## src/rtl/pc_file_vec.sv

```systemverilog
// Per-thread program-counter file: one PC per hardware thread in LUT RAM, self-initialised
// to per-thread start addresses after reset, with pipeline writeback and a redirect port.
module pc_file_vec #(
    parameter int unsigned NUM_THREADS  = 16,
    parameter int unsigned PC_WIDTH     = 12,
    parameter int unsigned XLEN         = 32,
    parameter int unsigned STARTUP_ADDR = 0,
    parameter int unsigned ADDR_STRIDE  = 0,
    localparam int unsigned TW          = $clog2(NUM_THREADS)
) (
    input  logic            clk,
    input  logic            reset,
    input  logic [TW-1:0]   i_thread_index_counter,
    input  logic [TW-1:0]   i_thread_index_execute,
    input  logic            i_pc_we,
    input  logic [XLEN-1:0] i_pc_in,
    input  logic            i_ext_wr_valid,
    input  logic [TW-1:0]   i_ext_wr_thread,
    input  logic [XLEN-1:0] i_ext_wr_pc,
    output logic            o_ext_wr_ready,
    output logic            o_init_done,
    output logic [XLEN-1:0] o_pcreg_out
);

    typedef enum logic {INIT, RUN} state_t;

    state_t                state_reg, state_next;
    logic [TW-1:0]         init_idx_reg, init_idx_next;
    logic                  wr_valid_reg, wr_valid_next;
    logic [TW-1:0]         wr_thread_reg, wr_thread_next;
    logic [PC_WIDTH-1:0]   wr_data_reg, wr_data_next;

    logic [PC_WIDTH-1:0]   mem [NUM_THREADS];
    logic [PC_WIDTH-1:0]   start_pc [NUM_THREADS];
    logic                  mem_we;
    logic [TW-1:0]         mem_waddr;
    logic [PC_WIDTH-1:0]   mem_wdata;
    logic [PC_WIDTH-1:0]   rd_data;
    logic                  run;
    logic                  ext_ready;
    logic                  unused_pc_hi;

    // Start addresses are computed in PC_WIDTH arithmetic so they wrap like the stored PC.
    generate
        for (genvar gi = 0; gi < NUM_THREADS; gi++) begin : g_start
            assign start_pc[gi] = PC_WIDTH'(STARTUP_ADDR) + PC_WIDTH'(ADDR_STRIDE) * PC_WIDTH'(gi);
        end
    endgenerate

    assign run = (state_reg == RUN);

    // A redirect loses only to a pipeline write aimed at a different thread.
    assign ext_ready = run && i_ext_wr_valid &&
                       (!i_pc_we || (i_ext_wr_thread == i_thread_index_execute));

    always_comb begin
        state_next     = state_reg;
        init_idx_next  = init_idx_reg;
        wr_valid_next  = 1'b0;
        wr_thread_next = wr_thread_reg;
        wr_data_next   = wr_data_reg;
        case (state_reg)
            INIT: begin
                init_idx_next = init_idx_reg + TW'(1);
                if (init_idx_reg == TW'(NUM_THREADS - 1)) begin
                    state_next = RUN;
                end
            end
            RUN: begin
                if (ext_ready) begin
                    wr_valid_next  = 1'b1;
                    wr_thread_next = i_ext_wr_thread;
                    wr_data_next   = i_ext_wr_pc[PC_WIDTH-1:0];
                end else if (i_pc_we) begin
                    wr_valid_next  = 1'b1;
                    wr_thread_next = i_thread_index_execute;
                    wr_data_next   = i_pc_in[PC_WIDTH-1:0];
                end
            end
            default: state_next = INIT;
        endcase
    end

    always_ff @(posedge clk or posedge reset) begin
        if (reset) begin
            state_reg     <= INIT;
            init_idx_reg  <= '0;
            wr_valid_reg  <= 1'b0;
            wr_thread_reg <= '0;
            wr_data_reg   <= '0;
        end else begin
            state_reg     <= state_next;
            init_idx_reg  <= init_idx_next;
            wr_valid_reg  <= wr_valid_next;
            wr_thread_reg <= wr_thread_next;
            wr_data_reg   <= wr_data_next;
        end
    end

    // RAM port: init sweep while in INIT, write-stage register afterwards.
    always_comb begin
        mem_we    = 1'b0;
        mem_waddr = wr_thread_reg;
        mem_wdata = wr_data_reg;
        if (!run) begin
            mem_we    = 1'b1;
            mem_waddr = init_idx_reg;
            mem_wdata = start_pc[init_idx_reg];
        end else if (wr_valid_reg) begin
            mem_we = 1'b1;
        end
    end

    always_ff @(posedge clk) begin
        if (mem_we) begin
            mem[mem_waddr] <= mem_wdata;
        end
    end

    always_comb begin
        if (!run) begin
            rd_data = start_pc[i_thread_index_counter];
        end else if (wr_valid_reg && (wr_thread_reg == i_thread_index_counter)) begin
            rd_data = wr_data_reg;
        end else begin
            rd_data = mem[i_thread_index_counter];
        end
    end

    assign o_pcreg_out    = XLEN'(rd_data);
    assign o_ext_wr_ready = ext_ready;
    assign o_init_done    = run;

    // Upper PC bits are intentionally discarded.
    assign unused_pc_hi = ^{i_pc_in, i_ext_wr_pc};

endmodule

```

## config.mk

```make
export PLATFORM = sky130hd
export DESIGN_NAME = pc_file_vec
export DESIGN_NICKNAME = d
export VERILOG_FILES = /design/src/rtl/pc_file_vec.sv
export SDC_FILE = /design/constraint.sdc
export NUM_CORES = 1
export LEC_CHECK = 0
export CORE_UTILIZATION = 25
export CTS_BUF_LIST = sky130_fd_sc_hd__clkbuf_4
export DETAILED_ROUTE_END_ITERATION = 10
export GPL_TIMING_DRIVEN = 0
export PLACE_DENSITY = 0.49
export SYNTH_ARGS = -nofsm -noshare
export SYNTH_HDL_FRONTEND = slang
export SYNTH_SLANG_ARGS = --single-unit
```

## constraint.sdc

```tcl
create_clock -name clk -period 3.9 [get_ports clk]
set_input_delay 0.975 -clock clk [delete_from_list [all_inputs] [get_ports clk]]
set_output_delay 0.975 -clock clk [all_outputs]
set_load 0.01 [all_outputs]
```

==> results of run 1 <==
## logic make-up after synthesis
logic type      count (synthesis)
flops                         214
simple gates                   83
compound gates                 78
buf+inv                        52
mux                            49
xor+xnor                       11
fa+ha+maj                       1
other cells                     1
## worst max path at each step
stage,start,end,slack [ns]
3_3_place_gp,i_thread_index_counter[3],o_pcreg_out[4],-0.87
2_1_floorplan,i_thread_index_counter[0],o_pcreg_out[5],0.57
4_1_cts,i_thread_index_counter[0],o_pcreg_out[4],-0.09
3_5_place_dp,i_thread_index_counter[3],o_pcreg_out[4],-0.90
5_1_grt,i_thread_index_counter[0],o_pcreg_out[0],0.02
6_report,i_thread_index_counter[2],o_pcreg_out[1],0.07
## through the flow
| stage | setup slack, ns | hold slack, ns | TNS [ns] | util | power, mW |
|---|---|---|---|---|---|
| final | 0.0690 | 0.559 | 0 | 0.319 | 5.14 |
| after global routing | 0.0191 | 0.593 | 0 | 0.319 | 5.38 |
| after CTS | -0.0861 | 0.565 | -0.251 | 0.317 | 5.20 |
| after detailed placement | -0.902 | 0.544 | -9.81 | 0.289 | 3.28 |
| after global placement | -0.873 | 0.555 | -9.89 | 0.289 | 3.26 |
| after floorplan | 0.574 | 0.495 | 0 | - | 3.04 |
## Yosys cell counts (all sizes together)
library cell  number
edfxtp           192
mux4              48
buf               36
nand2             33
a22oi             24
dfrtp             22
nor2              22
a21oi             19
a221o             15
and2              15
a22o              12
clkbuf            12
xor2               7
xnor2              4
a31oi              3
inv                3
nor3               3
nor3b              3
nand3              2
nor2b              2
a32oi              1
and3               1
and4               1
clkinv             1
conb               1
ha                 1
mux2               1
nand4              1
o21ai              1
o221ai             1
o32a               1
o41ai              1
## power breakdown
part,total [mW],switching [mW],internal (mW)
Clock,1.87,0.859,1.01
Combinational,0.582,0.332,0.250
Sequential,2.69,0.0427,2.64
Total,5.14,1.23,3.91
## timing repair
| action | CTS | global route |
|---|---|---|
| setup endpoints to repair | 13 | 6 |
| gates resized for setup | 66 | 11 |
| cloned | 2 | 0 |
| setup buffers | 10 | 1 |
| endpoints found under the hold margin | 0 | 0 |
| pin swaps | 7 | 4 |
## placed cells by master, fill, tap and decap left out, types with 2 or more instances in the layout
cell type                         count
sky130_fd_sc_hd__edfxtp_1           192
sky130_fd_sc_hd__clkbuf_4            85
sky130_fd_sc_hd__mux4_2              48
sky130_fd_sc_hd__clkdlybuf4s50_1     36
sky130_fd_sc_hd__nand2_1             33
sky130_fd_sc_hd__buf_4               32
sky130_fd_sc_hd__dfrtp_1             22
sky130_fd_sc_hd__conb_1              20
sky130_fd_sc_hd__a21oi_1             19
sky130_fd_sc_hd__and2_1              15
sky130_fd_sc_hd__a221o_2             14
sky130_fd_sc_hd__a22oi_1             14
sky130_fd_sc_hd__nor2_1              12
sky130_fd_sc_hd__a22o_1              12
sky130_fd_sc_hd__a22oi_2             10
sky130_fd_sc_hd__nor2_2              10
sky130_fd_sc_hd__dlygate4sd2_1       10
sky130_fd_sc_hd__clkinv_1             9
sky130_fd_sc_hd__buf_6                9
sky130_fd_sc_hd__xor2_1               7
sky130_fd_sc_hd__clkbuf_1             6
sky130_fd_sc_hd__dlymetal6s2s_1       5
sky130_fd_sc_hd__xnor2_1              4
sky130_fd_sc_hd__buf_12               3
sky130_fd_sc_hd__buf_8                3
sky130_fd_sc_hd__inv_1                3
sky130_fd_sc_hd__nor3b_1              3
sky130_fd_sc_hd__a31oi_1              2
sky130_fd_sc_hd__nor3_1               2
sky130_fd_sc_hd__nand3_1              2
## metal layers
layer	vias to the layer above	share of wire
met2	183	0.49
li1	2245	-
met1	2687	0.43
met3	29	0.066
met5	-	0
met4	0	0.012
## final cells by class
class / instances / share of cell area
flip-flops and latches: 214 / 0.570
multi-input cells: 242 / 0.216
repair buffers: 66 / 0.0595
clock buffers: 82 / 0.0556
well taps: 455 / 0.0514
plain buffers: 48 / 0.0399
clock inverters: 11 / 0.00621
inverters: 4 / 0.00136
## worst max-delay path: cells and delay by family
family | cells | cell delay, ns
buffers and inverters | 5 | 1.07
XOR/XNOR | 1 | 0.21
AO/OA/AOI/OAI | 2 | 0.37
AND/OR/NAND/NOR | 1 | 0.22
==> tab_implementation.tex, run 1 <==
\begin{tabular}{lr}
\hline
Metric & Value \\
\hline
\multicolumn{2}{l}{\textbf{Setup path}} \\
\quad Kind of start point of the critical path & primary input \\
\quad Data required, critical path & 2.92 ns \\
\quad Arrival time worst endpoint & 2.86 ns \\
\quad Worst reg2reg path endpoint & mem[0][0]\$\_DFFE\_PP\_ \\
\quad Reg-to-Reg Start & o\_init\_done\$\_DFF\_PP0\_ \\
\quad Largest fanout on the critical path & 5 \\
\quad Type of destination of the critical path & primary output \\
\quad Cell with the biggest individual delay on the critical path & sky130\_fd\_sc\_hd\_\_dlygate4sd2\_1 \\
\quad Reg-to-reg setup timing slack & roughly 1.2 ns \\
\quad Setup Crit Path Kind & primary input to primary output \\
\quad CP cell instances & dlygate4sd2\_1 > xor2\_1 > nor3\_2 > buf\_4 > a31oi\_4 > buf\_4 > buf\_6 > a22o\_1 > dlygate4sd2\_1 \\
\quad Biggest cell delay along the critical path & $\sim$0.33 ns \\
\quad FF-to-FF path depth & 4 \\
\multicolumn{2}{l}{\textbf{Global route}} \\
\quad Gr ovfl total & 0 \\
\quad Met1 demand-to-capacity share in global routing & 0.165 \\
\quad Met3 usage & 0.0304 \\
\quad Global-route wire length before repair & 33.2 mm \\
\quad Number of global-route vias before repair & about 5,400 \\
\quad Routing layer with the top usage in global route & met2 \\
\quad Met2 GRT Util & 0.207 \\
\quad Largest net degree at the start of global routing & 23 \\
\quad Total GRT Usage & 0.126 \\
\quad Number of antenna violations at the first check in global routing & 0 \\
\multicolumn{2}{l}{\textbf{Place}} \\
\quad Number of port buffers & 52 \\
\quad DP Cell Count & approximately 1,000 \\
\quad Dpl cell area & $\sim$10,000 sq um \\
\quad Final weighted congestion of routability-driven global placement & between 0.8 and 0.9 \\
\quad DPL Wire Length & between 10 and 15 mm \\
\multicolumn{2}{l}{\textbf{STA}} \\
\quad Final hold vios & 0 \\
\quad Setup violations, final & 0 \\
\quad Final Max Slew Viols & 0 \\
\quad RSZ-0062 raised after global routing & false \\
\quad Slew Limit Headroom & 0.0736 \\
\quad Clock skew after layout & $\sim$0.031 ns \\
\quad Final period util & 0.982 \\
\quad Worst-Margin Slew & about 1.4 ns \\
\quad Max frequency & between 0.2 and 0.3 GHz \\
\quad Shortest period the worst path allows & roughly 3.8 ns \\
\multicolumn{2}{l}{\textbf{Power and ir drop}} \\
\quad Power per Cell Area & approximately 460 nW/um\^{}2 \\
\quad Pleak & a little under 4 nW \\
\quad Worst VDD drop & 0.181 mV \\
\multicolumn{2}{l}{\textbf{Hold path}} \\
\quad Worst hold path endpoint & wr\_data\_reg[0]\$\_DFFE\_PP0P\_ \\
\quad Type of the worst min-delay path & register to register \\
\quad Worst hold start & wr\_data\_reg[0]\$\_DFFE\_PP0P\_ \\
\quad Worst hold path stage count & 1 \\
\multicolumn{2}{l}{\textbf{Die}} \\
\quad Width of the die & between 150 and 200 um \\
\quad Starting Density & 0.255 \\
\quad Die height & between 150 and 200 um \\
\quad Number of I/O pins & roughly 110 \\
\quad Die Outline Area & approximately 36,000 sq um \\
\quad Number of placement rows & 68 \\
\quad Placeable core region & roughly 35,000 sq um \\
\multicolumn{2}{l}{\textbf{Synth}} \\
\quad Complex-gate fraction of the synthesized area & 0.0718 \\
\quad Portion of synthesized cell area occupied by the leading cell type & 0.650 \\
\quad Yosys top cell by area & sky130\_fd\_sc\_hd\_\_edfxtp\_1 \\
\quad Count of mapped cells out of synthesis & slightly below 500 \\
\quad Main combinational cell family by area after synthesis & multiplexers \\
\quad Count of synthesis-stage warnings from yosys & 0 \\
\quad Largest cells by area after synthesis & sky130\_fd\_sc\_hd\_\_edfxtp\_1, sky130\_fd\_sc\_hd\_\_mux4\_2, sky130\_fd\_sc\_hd\_\_dfrtp\_1, sky130\_fd\_sc\_hd\_\_a22oi\_1, sky130\_fd\_sc\_hd\_\_a221o\_2 \\
\quad Area share of and/or/nand/nor cells after synthesis & 0.0430 \\
\quad Synthesized flop and latch total & 214 \\
\quad Area of the mapped netlist & about 9000 sq um \\
\quad Fraction of synthesized area in multiplexers & 0.123 \\
\quad Synth Area per Inst & about 18 sq um \\
\quad Cell variety after synth & 38 \\
\quad Post-synthesis share of cell area spent on full adders, half adders and majority gates & 0.00141 \\
\quad Seq/Total Area, Yosys & 0.712 \\
\quad Xor and xnor area share after synthesis & 0.0109 \\
\multicolumn{2}{l}{\textbf{Clock network}} \\
\quad Clock H-tree levels & 2 \\
\quad Number of buffers inserted for hold repair after clock tree synthesis & 0 \\
\quad CTS tree & done \\
\quad CTS max path bufs & 3 \\
\quad CTS root buf & sky130\_fd\_sc\_hd\_\_clkbuf\_4 \\
\quad Number of sinks handled by clock tree synthesis & 214 \\
\quad Number of buffers inserted during clock tree synthesis & 56 \\
\quad Clock edge transition at the registers on the reported setup and hold paths & around 0.070 ns \\
\quad Clock network latency to the later pin of the worst-skew pair & $\sim$0.65 ns \\
\multicolumn{2}{l}{\textbf{Final layout}} \\
\quad Area used by multi-input combinational logic & 2390 sq um \\
\quad Area grow syn2layout & 24.9\% \\
\quad Summed area of non-filler cells in the final layout & between 10,000 and 15,000 sq um \\
\quad Cell Count, Final, Fillers Out & 1,122 \\
\quad Antenna fix cells & 0 \\
\quad Flip-flop count of the largest register, all copies and words added & about 190 \\
\quad Count of filler cells inserted in the layout & about 3,400 \\
\quad Combined flip-flop and latch cell area & 6320 sq um \\
\quad Layout cells sized above 1 & 0.346 \\
\quad Number of nets at the end of the flow & 713 \\
\multicolumn{2}{l}{\textbf{Run status}} \\
\quad Result of the run & finished, final reports clean \\
\multicolumn{2}{l}{\textbf{Route}} \\
\quad Starting DRT DRC Count & approximately 560 \\
\quad Avg WL per Cell & 20.0 um \\
\quad Total wire length & 22.4 mm \\
\quad Residual DRC count & 0 \\
\quad Detail Route Antenna Nets & 0 \\
\quad Ratio of routed vias to standard cells & between 4 and 5 \\
\quad Detailed-router iteration count before antenna repair & 5 \\
\quad Via Count & around 5,100 \\
\multicolumn{2}{l}{\textbf{Run}} \\
\quad Max-capacitance violation count & 0 \\
\hline
\end{tabular}
No activity file was read; power rests on OpenSTA's default activity.
==> inputs of run 2 (changes only) <==
--- a/config.mk
+++ b/config.mk
@@ -5,6 +5,7 @@
 export SDC_FILE = /design/constraint.sdc
 export NUM_CORES = 1
 export LEC_CHECK = 0
+export CORE_MARGIN = 3
 export CORE_UTILIZATION = 25
 export CTS_BUF_LIST = sky130_fd_sc_hd__clkbuf_4
 export DETAILED_ROUTE_END_ITERATION = 10
==> run 2 against run 1 <==
  * Global-route usage shrank 0.81 points
  * Clock-buffer cell count down 2
  * Routed wire length rose by 2.3%
  * Largest power group unchanged
  * Largest cell class unchanged
  * Register-to-register slack better by 0.06 ns
  * Sequential share of layout area grew 0.44 points
  * Die area increased by 4.2%
  * Critical endpoint is now o_pcreg_out[7]
  * Sequential cell count is the same
==> tab_implementation.tex, run 2 (synthesized netlist as in run 1, its figures left out) <==
\begin{tabular}{lr}
\hline
Metric & Value \\
\hline
\multicolumn{2}{l}{\textbf{Clock network}} \\
\quad Number of sinks handled by clock tree synthesis & 214 (unchanged) \\
\quad CTS tree & done \\
\quad Number of buffers inserted during clock tree synthesis & 54 (-3.6\%) \\
\quad Clock edge transition at the registers on the reported setup and hold paths & 0.07 ns (about the same) \\
\quad CTS root buf & sky130\_fd\_sc\_hd\_\_clkbuf\_4 \\
\quad CTS max path bufs & 3 (unchanged) \\
\quad Clock H-tree levels & 2 (unchanged) \\
\quad Clock network latency to the later pin of the worst-skew pair & 0.64 ns (about the same) \\
\multicolumn{2}{l}{\textbf{Die}} \\
\quad Die height & 194 um (+2.1\%) \\
\quad Die Outline Area & 37,800 sq um (+4.2\%) \\
\quad Number of I/O pins & 114 (unchanged) \\
\quad Number of placement rows & 68 (unchanged) \\
\quad Placeable core region & 34,700 sq um (unchanged) \\
\quad Starting Density & 0.255 (unchanged) \\
\quad Width of the die & 194 um (+2.1\%) \\
\multicolumn{2}{l}{\textbf{STA}} \\
\quad Setup violations, final & 0 (unchanged) \\
\quad Worst Hold Margin & 0.560 ns (+0.00177 ns) \\
\quad Clock skew after layout & 0.0386 ns (+0.00758 ns) \\
\quad Final period util & 0.993 (+0.0103) \\
\quad Slew Limit Headroom & 0.0791 (+0.00556) \\
\quad Worst-Margin Slew & 1.38 ns (-0.00831 ns) \\
\quad Shortest period the worst path allows & 3.87 ns (+0.0403 ns) \\
\quad Final hold vios & 0 (unchanged) \\
\quad RSZ-0062 raised after global routing & true \\
\quad Max frequency & 0.258 GHz (-1.0\%) \\
\quad Final sum of negative setup slack & 0 ns (unchanged) \\
\quad Final Max Slew Viols & 0 (unchanged) \\
\multicolumn{2}{l}{\textbf{Route}} \\
\quad Residual DRC count & 0 (unchanged) \\
\quad Detail Route Antenna Nets & 0 (unchanged) \\
\quad Starting DRT DRC Count & 397 (-29\%) \\
\quad Ratio of routed vias to standard cells & 4.53 (-1.2\%) \\
\quad Avg WL per Cell & 20.3 um (+1.7\%) \\
\quad Total wire length & 22.9 mm (+2.3\%) \\
\quad Via Count & 5,112 (-0.62\%) \\
\quad Detailed-router iteration count before antenna repair & 5 (unchanged) \\
\multicolumn{2}{l}{\textbf{Final layout}} \\
\quad Post-layout util & 0.317 (-0.00245) \\
\quad Cell Count, Final, Fillers Out & 1,128 (+0.53\%) \\
\quad Leading cell types in the layout, fill and taps excluded & sky130\_fd\_sc\_hd\_\_edfxtp\_1, sky130\_fd\_sc\_hd\_\_clkbuf\_4, sky130\_fd\_sc\_hd\_\_mux4\_2, sky130\_fd\_sc\_hd\_\_buf\_4, sky130\_fd\_sc\_hd\_\_clkdlybuf4s50\_1 \\
\quad Layout cells sized above 1 & 0.336 (-0.0105) \\
\quad Area grow syn2layout & 24.0\% \\
\quad Count of filler cells inserted in the layout & 3,449 (+0.82\%) \\
\quad Antenna fix cells & 0 (unchanged) \\
\quad Number of nets at the end of the flow & 712 (-0.14\%) \\
\quad Flip-flop count of the largest register, all copies and words added & 192 (unchanged) \\
\quad Commonest non-fill, non-tap cell in the layout & sky130\_fd\_sc\_hd\_\_edfxtp\_1 \\
\multicolumn{2}{l}{\textbf{Global route}} \\
\quad Global-route wire length before repair & 33.6 mm (+1.1\%) \\
\quad Number of global-route vias before repair & 5,322 (-1.3\%) \\
\quad Gr ovfl total & 0 (unchanged) \\
\quad Largest net degree at the start of global routing & 23 (unchanged) \\
\quad Number of antenna violations at the first check in global routing & 0 (unchanged) \\
\quad Total GRT Usage & 0.117 (-0.00807) \\
\multicolumn{2}{l}{\textbf{Run}} \\
\quad Max-capacitance violation count & 0 (unchanged) \\
\multicolumn{2}{l}{\textbf{Run status}} \\
\quad Result of the run & finished, final reports clean \\
\multicolumn{2}{l}{\textbf{Setup path}} \\
\quad Arrival time worst endpoint & 2.90 ns (+0.04 ns) \\
\quad Data required, critical path & 2.92 ns (about the same) \\
\quad Largest fanout on the critical path & 10 (+5) \\
\quad Kind of start point of the critical path & primary input \\
\quad Setup Crit Path Kind & primary input to primary output \\
\quad Type of destination of the critical path & primary output \\
\multicolumn{2}{l}{\textbf{Power and ir drop}} \\
\quad Sequential Power Share & 0.530 (+0.007) \\
\quad Comb power frac & 0.113 (about the same) \\
\quad Power, Total & 5.07 mW (-1.4\%) \\
\quad Power per Cell Area & 461 nW/um\^{}2 (-0.60\%) \\
\quad Worst VDD drop & 0.182 mV (+0.76\%) \\
\quad Pleak & 3.86 nW (-1.5\%) \\
\quad Clk pwr share & 0.358 (-0.006) \\
\quad Net switching power & 1.25 mW (+1.3\%) \\
\quad Cell-internal power & 3.82 mW (-2.2\%) \\
\quad Proportion of total power due to net switching & 0.246 (+0.00658) \\
\multicolumn{2}{l}{\textbf{Place}} \\
\quad Final weighted congestion of routability-driven global placement & 0.789 (-2.6\%) \\
\quad DP Cell Count & 1,015 (unchanged) \\
\quad Number of port buffers & 52 (unchanged) \\
\quad DPL Wire Length & 14.9 mm (+2.7\%) \\
\multicolumn{2}{l}{\textbf{Hold path}} \\
\quad Type of the worst min-delay path & register to register \\
\hline
\end{tabular}
==> run 2: worst max-delay path, stage by stage <==
cell,delay [ns]
sky130_fd_sc_hd__clkbuf_4,0.19
sky130_fd_sc_hd__buf_12,0.17
sky130_fd_sc_hd__buf_12,0.17
sky130_fd_sc_hd__mux4_2,0.50
sky130_fd_sc_hd__a22oi_1,0.14
sky130_fd_sc_hd__nand2_1,0.07
sky130_fd_sc_hd__a22o_1,0.20
sky130_fd_sc_hd__clkdlybuf4s50_1,0.48
==> run 2: power groups by stage <==
| stage | clock (mW) | combinational, mW | sequential (mW) |
|---|---|---|---|
| CTS | 1.87 | 0.562 | 2.69 |
| finish | 1.81 | 0.573 | 2.69 |
| floorplan | 0 | 0.325 | 2.71 |
| global route | 2.00 | 0.617 | 2.69 |
| global placement | 0 | 0.533 | 2.73 |
| detailed placement | 0 | 0.549 | 2.74 |
==> run 2: final cells by class <==
| cell class | instances | area (sq um) | share of cell area |
|---|---|---|---|
| clock inverter | 18 | 68.8 | 0.00626 |
| inverter | 4 | 15.0 | 0.00137 |
| clock buffer | 80 | 601 | 0.0546 |
| timing repair buffer | 67 | 624 | 0.0568 |
| sequential | 214 | 6320 | 0.574 |
| buffer | 48 | 427 | 0.0388 |
| multi-input combinational | 242 | 2370 | 0.216 |
| tap | 455 | 569 | 0.0518 |
==> run 2: worst paths after layout <==
check	startpoint	slack, ns	endpoint	cells after the start
min in group asynchronous	reset	0.82	wr_data_reg[5]$_DFFE_PP0P_	2
max in group asynchronous	reset	2.51	wr_thread_reg[3]$_DFFE_PP0P_	2
worst max-delay path	i_thread_index_counter[0]	0.03	o_pcreg_out[7]	8
worst max register to register	o_init_done$_DFF_PP0_	1.22	mem[12][10]$_DFFE_PP_	4
worst min-delay path	wr_data_reg[10]$_DFFE_PP0P_	0.56	wr_data_reg[10]$_DFFE_PP0P_	1
worst min register to register	wr_data_reg[10]$_DFFE_PP0P_	0.56	wr_data_reg[10]$_DFFE_PP0P_	1
==> run 2: stage by stage <==
step	area, sq um	worst slack (ns)
detailed placement	10000	-0.995
finish	11000	0.0287
floorplan	8940	0.574
global route	11000	-0.0533
CTS	10900	-0.0654
global placement	10000	-0.940
==> run 2: timing repair <==
action / in CTS / in global routing
hold buffers: 0 / 0
resized for setup: 56 / 9
pin swaps: 3 / 2
buffers inserted: 6 / 9
setup endpoints to repair: 13 / 3
==> run 2: per-layer routing <==
| metal | GRT usage | vias to the layer above | part of all wire |
|---|---|---|---|
| met5 | 0 | - | 0 |
| met4 | 0.0263 | 0 | 0.014 |
| met3 | 0.0362 | 36 | 0.072 |
| met2 | 0.186 | 163 | 0.47 |
| met1 | 0.160 | 2655 | 0.44 |
| li1 | - | 2258 | - |
==> inputs of run 3 (changes only) <==
--- a/config.mk
+++ b/config.mk
@@ -5,6 +5,7 @@
 export SDC_FILE = /design/constraint.sdc
 export NUM_CORES = 1
 export LEC_CHECK = 0
+export ABC_AREA = 1
 export CORE_MARGIN = 3
 export CORE_UTILIZATION = 25
 export CTS_BUF_LIST = sky130_fd_sc_hd__clkbuf_4
==> run 3 against run 2 <==
  * Clock power barely moved
  * Sequential share of layout area fell by 4.6 points
  * Worst setup slack improved by 0.069 ns
  * Synthesized area rose by 13%
  * Critical endpoint is now o_pcreg_out[4]
  * Largest power group unchanged
==> tab_implementation.tex, run 3 <==
\begin{tabular}{lr}
\hline
Metric & Value \\
\hline
\multicolumn{2}{l}{\textbf{Die}} \\
\quad Number of I/O pins & 114 (unchanged) \\
\quad Placeable core region & 39,100 sq um (+13\%) \\
\quad Starting Density & 0.256 (about the same) \\
\quad Die Outline Area & 42,400 sq um (+12\%) \\
\quad Die height & 206 um (+6.0\%) \\
\quad Width of the die & 206 um (+6.0\%) \\
\quad Number of placement rows & 72 (+5.9\%) \\
\multicolumn{2}{l}{\textbf{Synth}} \\
\quad Library cell with the highest instance count after synthesis & sky130\_fd\_sc\_hd\_\_nand2\_1 \\
\quad Count of synthesis-stage warnings from yosys & 0 (unchanged) \\
\quad Count of mapped cells out of synthesis & 1,069 (+120\%) \\
\quad Cell variety after synth & 25 (-34\%) \\
\quad Dominant register cell in the synthesized netlist & sky130\_fd\_sc\_hd\_\_edfxtp\_1 \\
\quad Portion of synthesized cell area occupied by the leading cell type & 0.577 (-0.0730) \\
\quad Async S/R FF share, synth & 0.103 (unchanged) \\
\quad Area of the mapped netlist & 9990 sq um (+13\%) \\
\quad EDFF count, synth & 192 (unchanged) \\
\quad Commonest cells in the netlist & sky130\_fd\_sc\_hd\_\_nand2\_1, sky130\_fd\_sc\_hd\_\_edfxtp\_1, sky130\_fd\_sc\_hd\_\_nand3\_1, sky130\_fd\_sc\_hd\_\_inv\_1, sky130\_fd\_sc\_hd\_\_nor2\_1 \\
\quad Seq/Total Area, Yosys & 0.632 (-0.0800) \\
\quad Synthesized flop and latch total & 214 (unchanged) \\
\quad Yosys top cell by area & sky130\_fd\_sc\_hd\_\_edfxtp\_1 \\
\quad Synth Area per Inst & 9.35 sq um (-48\%) \\
\quad Largest cells by area after synthesis & sky130\_fd\_sc\_hd\_\_edfxtp\_1, sky130\_fd\_sc\_hd\_\_nand2\_1, sky130\_fd\_sc\_hd\_\_nand3\_1, sky130\_fd\_sc\_hd\_\_inv\_1, sky130\_fd\_sc\_hd\_\_dfrtp\_1 \\
\multicolumn{2}{l}{\textbf{Setup path}} \\
\quad FF-to-FF path depth & 5 (+1) \\
\quad Count of cell instances traversed by the critical path & 12 (+4) \\
\quad Largest fanout on the critical path & 10 (unchanged) \\
\quad Worst path bufs/invs & 6 (+2) \\
\quad Kind of start point of the critical path & primary input \\
\quad Arrival time worst endpoint & 2.83 ns (-0.07 ns) \\
\quad Setup Crit Path Kind & primary input to primary output \\
\quad Type of destination of the critical path & primary output \\
\quad Cell type group with the largest total delay on the critical path & buffers and inverters \\
\quad Biggest cell delay along the critical path & 0.53 ns (+0.03 ns) \\
\quad Data required, critical path & 2.92 ns (about the same) \\
\quad Cell with the biggest individual delay on the critical path & sky130\_fd\_sc\_hd\_\_clkdlybuf4s50\_1 \\
\quad CP cell instances & buf\_4 > inv\_4 > buf\_6 > buf\_4 > nand2\_1 > nand3\_1 > nand3\_1 > nand3\_2 > nand3\_2 > nand2\_1 > inv\_1 > clkdlybuf4s50\_1 \\
\multicolumn{2}{l}{\textbf{Final layout}} \\
\quad Cell Count, Final, Fillers Out & 1,751 (+55\%) \\
\quad Post-layout util & 0.306 (-0.0112) \\
\quad Layout cells sized above 1 & 0.137 (-0.199) \\
\quad Leading cell types in the layout, fill and taps excluded & sky130\_fd\_sc\_hd\_\_nand2\_1, sky130\_fd\_sc\_hd\_\_edfxtp\_1, sky130\_fd\_sc\_hd\_\_inv\_1, sky130\_fd\_sc\_hd\_\_nand3\_1, sky130\_fd\_sc\_hd\_\_clkbuf\_4 \\
\quad Flip-flop count of the largest register, all copies and words added & 192 (unchanged) \\
\quad Number of nets at the end of the flow & 1,273 (+79\%) \\
\quad Commonest non-fill, non-tap cell in the layout & sky130\_fd\_sc\_hd\_\_nand2\_1 \\
\quad Area grow syn2layout & 19.6\% \\
\multicolumn{2}{l}{\textbf{Route}} \\
\quad Residual DRC count & 0 (unchanged) \\
\quad Total wire length & 27.0 mm (+18\%) \\
\quad Avg WL per Cell & 15.4 um (-24\%) \\
\quad Detailed-router iteration count before antenna repair & 5 (unchanged) \\
\quad Ratio of routed vias to standard cells & 4.11 (-9.3\%) \\
\quad Detail Route Antenna Nets & 0 (unchanged) \\
\quad Starting DRT DRC Count & 527 (+33\%) \\
\quad Via Count & 7,197 (+41\%) \\
\multicolumn{2}{l}{\textbf{Global route}} \\
\quad Routing layer with the top usage in global route & met2 \\
\quad Largest net degree at the start of global routing & 23 (unchanged) \\
\quad Gr ovfl total & 0 (unchanged) \\
\quad Total GRT Usage & 0.130 (+0.0125) \\
\quad Met1 demand-to-capacity share in global routing & 0.176 (+0.0157) \\
\quad Met2 GRT Util & 0.209 (+0.0231) \\
\quad Met3 usage & 0.0334 (-0.00284) \\
\quad Number of global-route vias before repair & 7,012 (+32\%) \\
\quad Number of antenna violations at the first check in global routing & 1 (+1) \\
\quad Global-route wire length before repair & 41.5 mm (+24\%) \\
\multicolumn{2}{l}{\textbf{Clock network}} \\
\quad Clock edge transition at the registers on the reported setup and hold paths & 0.06 ns (about the same) \\
\quad Clock H-tree levels & 2 (unchanged) \\
\quad CTS tree & done \\
\quad Clock network latency to the later pin of the worst-skew pair & 0.67 ns (+0.03 ns) \\
\quad Number of buffers inserted during clock tree synthesis & 53 (-1.9\%) \\
\quad CTS max path bufs & 3 (unchanged) \\
\quad CTS root buf & sky130\_fd\_sc\_hd\_\_clkbuf\_4 \\
\quad Number of sinks handled by clock tree synthesis & 214 (unchanged) \\
\quad Number of buffers inserted for hold repair after clock tree synthesis & 0 (unchanged) \\
\multicolumn{2}{l}{\textbf{Power and ir drop}} \\
\quad Power per Cell Area & 431 nW/um\^{}2 (-6.6\%) \\
\quad Worst VDD drop & 0.161 mV (-11\%) \\
\quad Pleak & 5.39 nW (+40\%) \\
\multicolumn{2}{l}{\textbf{STA}} \\
\quad Worst Setup Slack, final & 0.0982 ns (+0.0694 ns) \\
\quad Final sum of negative setup slack & 0 ns (unchanged) \\
\quad Clock skew after layout & 0.0370 ns (-0.00157 ns) \\
\quad Final period util & 0.975 (-0.0178) \\
\quad Setup violations, final & 0 (unchanged) \\
\quad Worst Hold Margin & 0.509 ns (-0.0508 ns) \\
\quad Final hold vios & 0 (unchanged) \\
\quad Slew Limit Headroom & 0.0753 (-0.00380) \\
\quad Final Max Slew Viols & 0 (unchanged) \\
\quad RSZ-0062 raised after global routing & true \\
\quad Worst-Margin Slew & 1.38 ns (+0.00569 ns) \\
\quad Max frequency & 0.263 GHz (+1.8\%) \\
\quad Shortest period the worst path allows & 3.80 ns (-0.0694 ns) \\
\multicolumn{2}{l}{\textbf{Run}} \\
\quad Max-capacitance violation count & 0 (unchanged) \\
\multicolumn{2}{l}{\textbf{Run status}} \\
\quad Result of the run & finished, final reports clean \\
\multicolumn{2}{l}{\textbf{Place}} \\
\quad DPL Wire Length & 18.6 mm (+25\%) \\
\quad DP Cell Count & 1,656 (+63\%) \\
\quad Post-place setup slack & -0.376 ns (+0.619 ns) \\
\quad Number of port buffers & 50 (-3.8\%) \\
\quad Final weighted congestion of routability-driven global placement & 0.934 (+18\%) \\
\multicolumn{2}{l}{\textbf{Hold path}} \\
\quad Worst hold path stage count & 2 (+1) \\
\quad Type of the worst min-delay path & register to register \\
\hline
\end{tabular}
run 3: final timing paths:
check,start,end,slack [ns]
max,i_thread_index_counter[0],o_pcreg_out[4],0.1
min,init_idx_reg[3]$_DFFE_PP0N_,init_idx_reg[3]$_DFFE_PP0N_,0.51
max reg2reg,o_init_done$_DFF_PP0_,mem[15][5]$_DFFE_PP_,1.13
min reg2reg,init_idx_reg[3]$_DFFE_PP0N_,init_idx_reg[3]$_DFFE_PP0N_,0.51
max in group asynchronous,reset,wr_data_reg[11]$_DFFE_PP0P_,2.58
min in group asynchronous,reset,wr_data_reg[10]$_DFFE_PP0P_,0.79
run 3: layout make-up:
class | count | area, sq um
Antenna cell | 1 | 2.50
Buffer | 68 | 429
Clock buffer | 80 | 601
Clock inverter | 15 | 58.8
Fill cell | 4138 | 27200
Inverter | 174 | 658
Multi-Input combinational cell | 631 | 2720
Sequential cell | 214 | 6320
Tap cell | 518 | 648
Timing Repair Buffer | 50 | 513
run 3: metrics by stage:
step | cell area (sq um) | power [mW]
3_5_place_dp | 11200 | 3.38
4_1_cts | 11900 | 5.21
3_3_place_gp | 11200 | 3.38
2_1_floorplan | 10100 | 3.09
6_report | 11900 | 5.15
5_1_grt | 11900 | 5.41
run 3: kinds of logic after synthesis:
family          after synthesis  synth area share
simple gates                586             0.246
buf+inv                     243             0.107
flops                       214             0.632
compound gates               22            0.0114
xor+xnor                      2           0.00175
fa+ha+maj                     1           0.00125
other cells                   1          0.000375
run 3: where the power goes:
part	switching (mW)	internal (mW)
logic	0.452	0.204
clock network	0.881	0.933
registers	0.0324	2.64
total	1.37	3.78
run 3: worst min-delay path, cell delays in order (launching register included):
cell	delay [ns]
sky130_fd_sc_hd__dfrtp_1	0.36
sky130_fd_sc_hd__xor2_1	0.07
sky130_fd_sc_hd__inv_1	0.05
run 3: per-layer routing:
layer	part of all wire	up-vias	wire (um)
met5	0	-	0
met4	0.016	0	438
met3	0.073	35	1970
met2	0.45	259	12100
met1	0.46	3247	12500
li1	-	3656	-
run 3: repair_timing:
item                       CTS  global route
buffers inserted             0             0
resized for setup           12            20
setup endpoints to repair   12            13
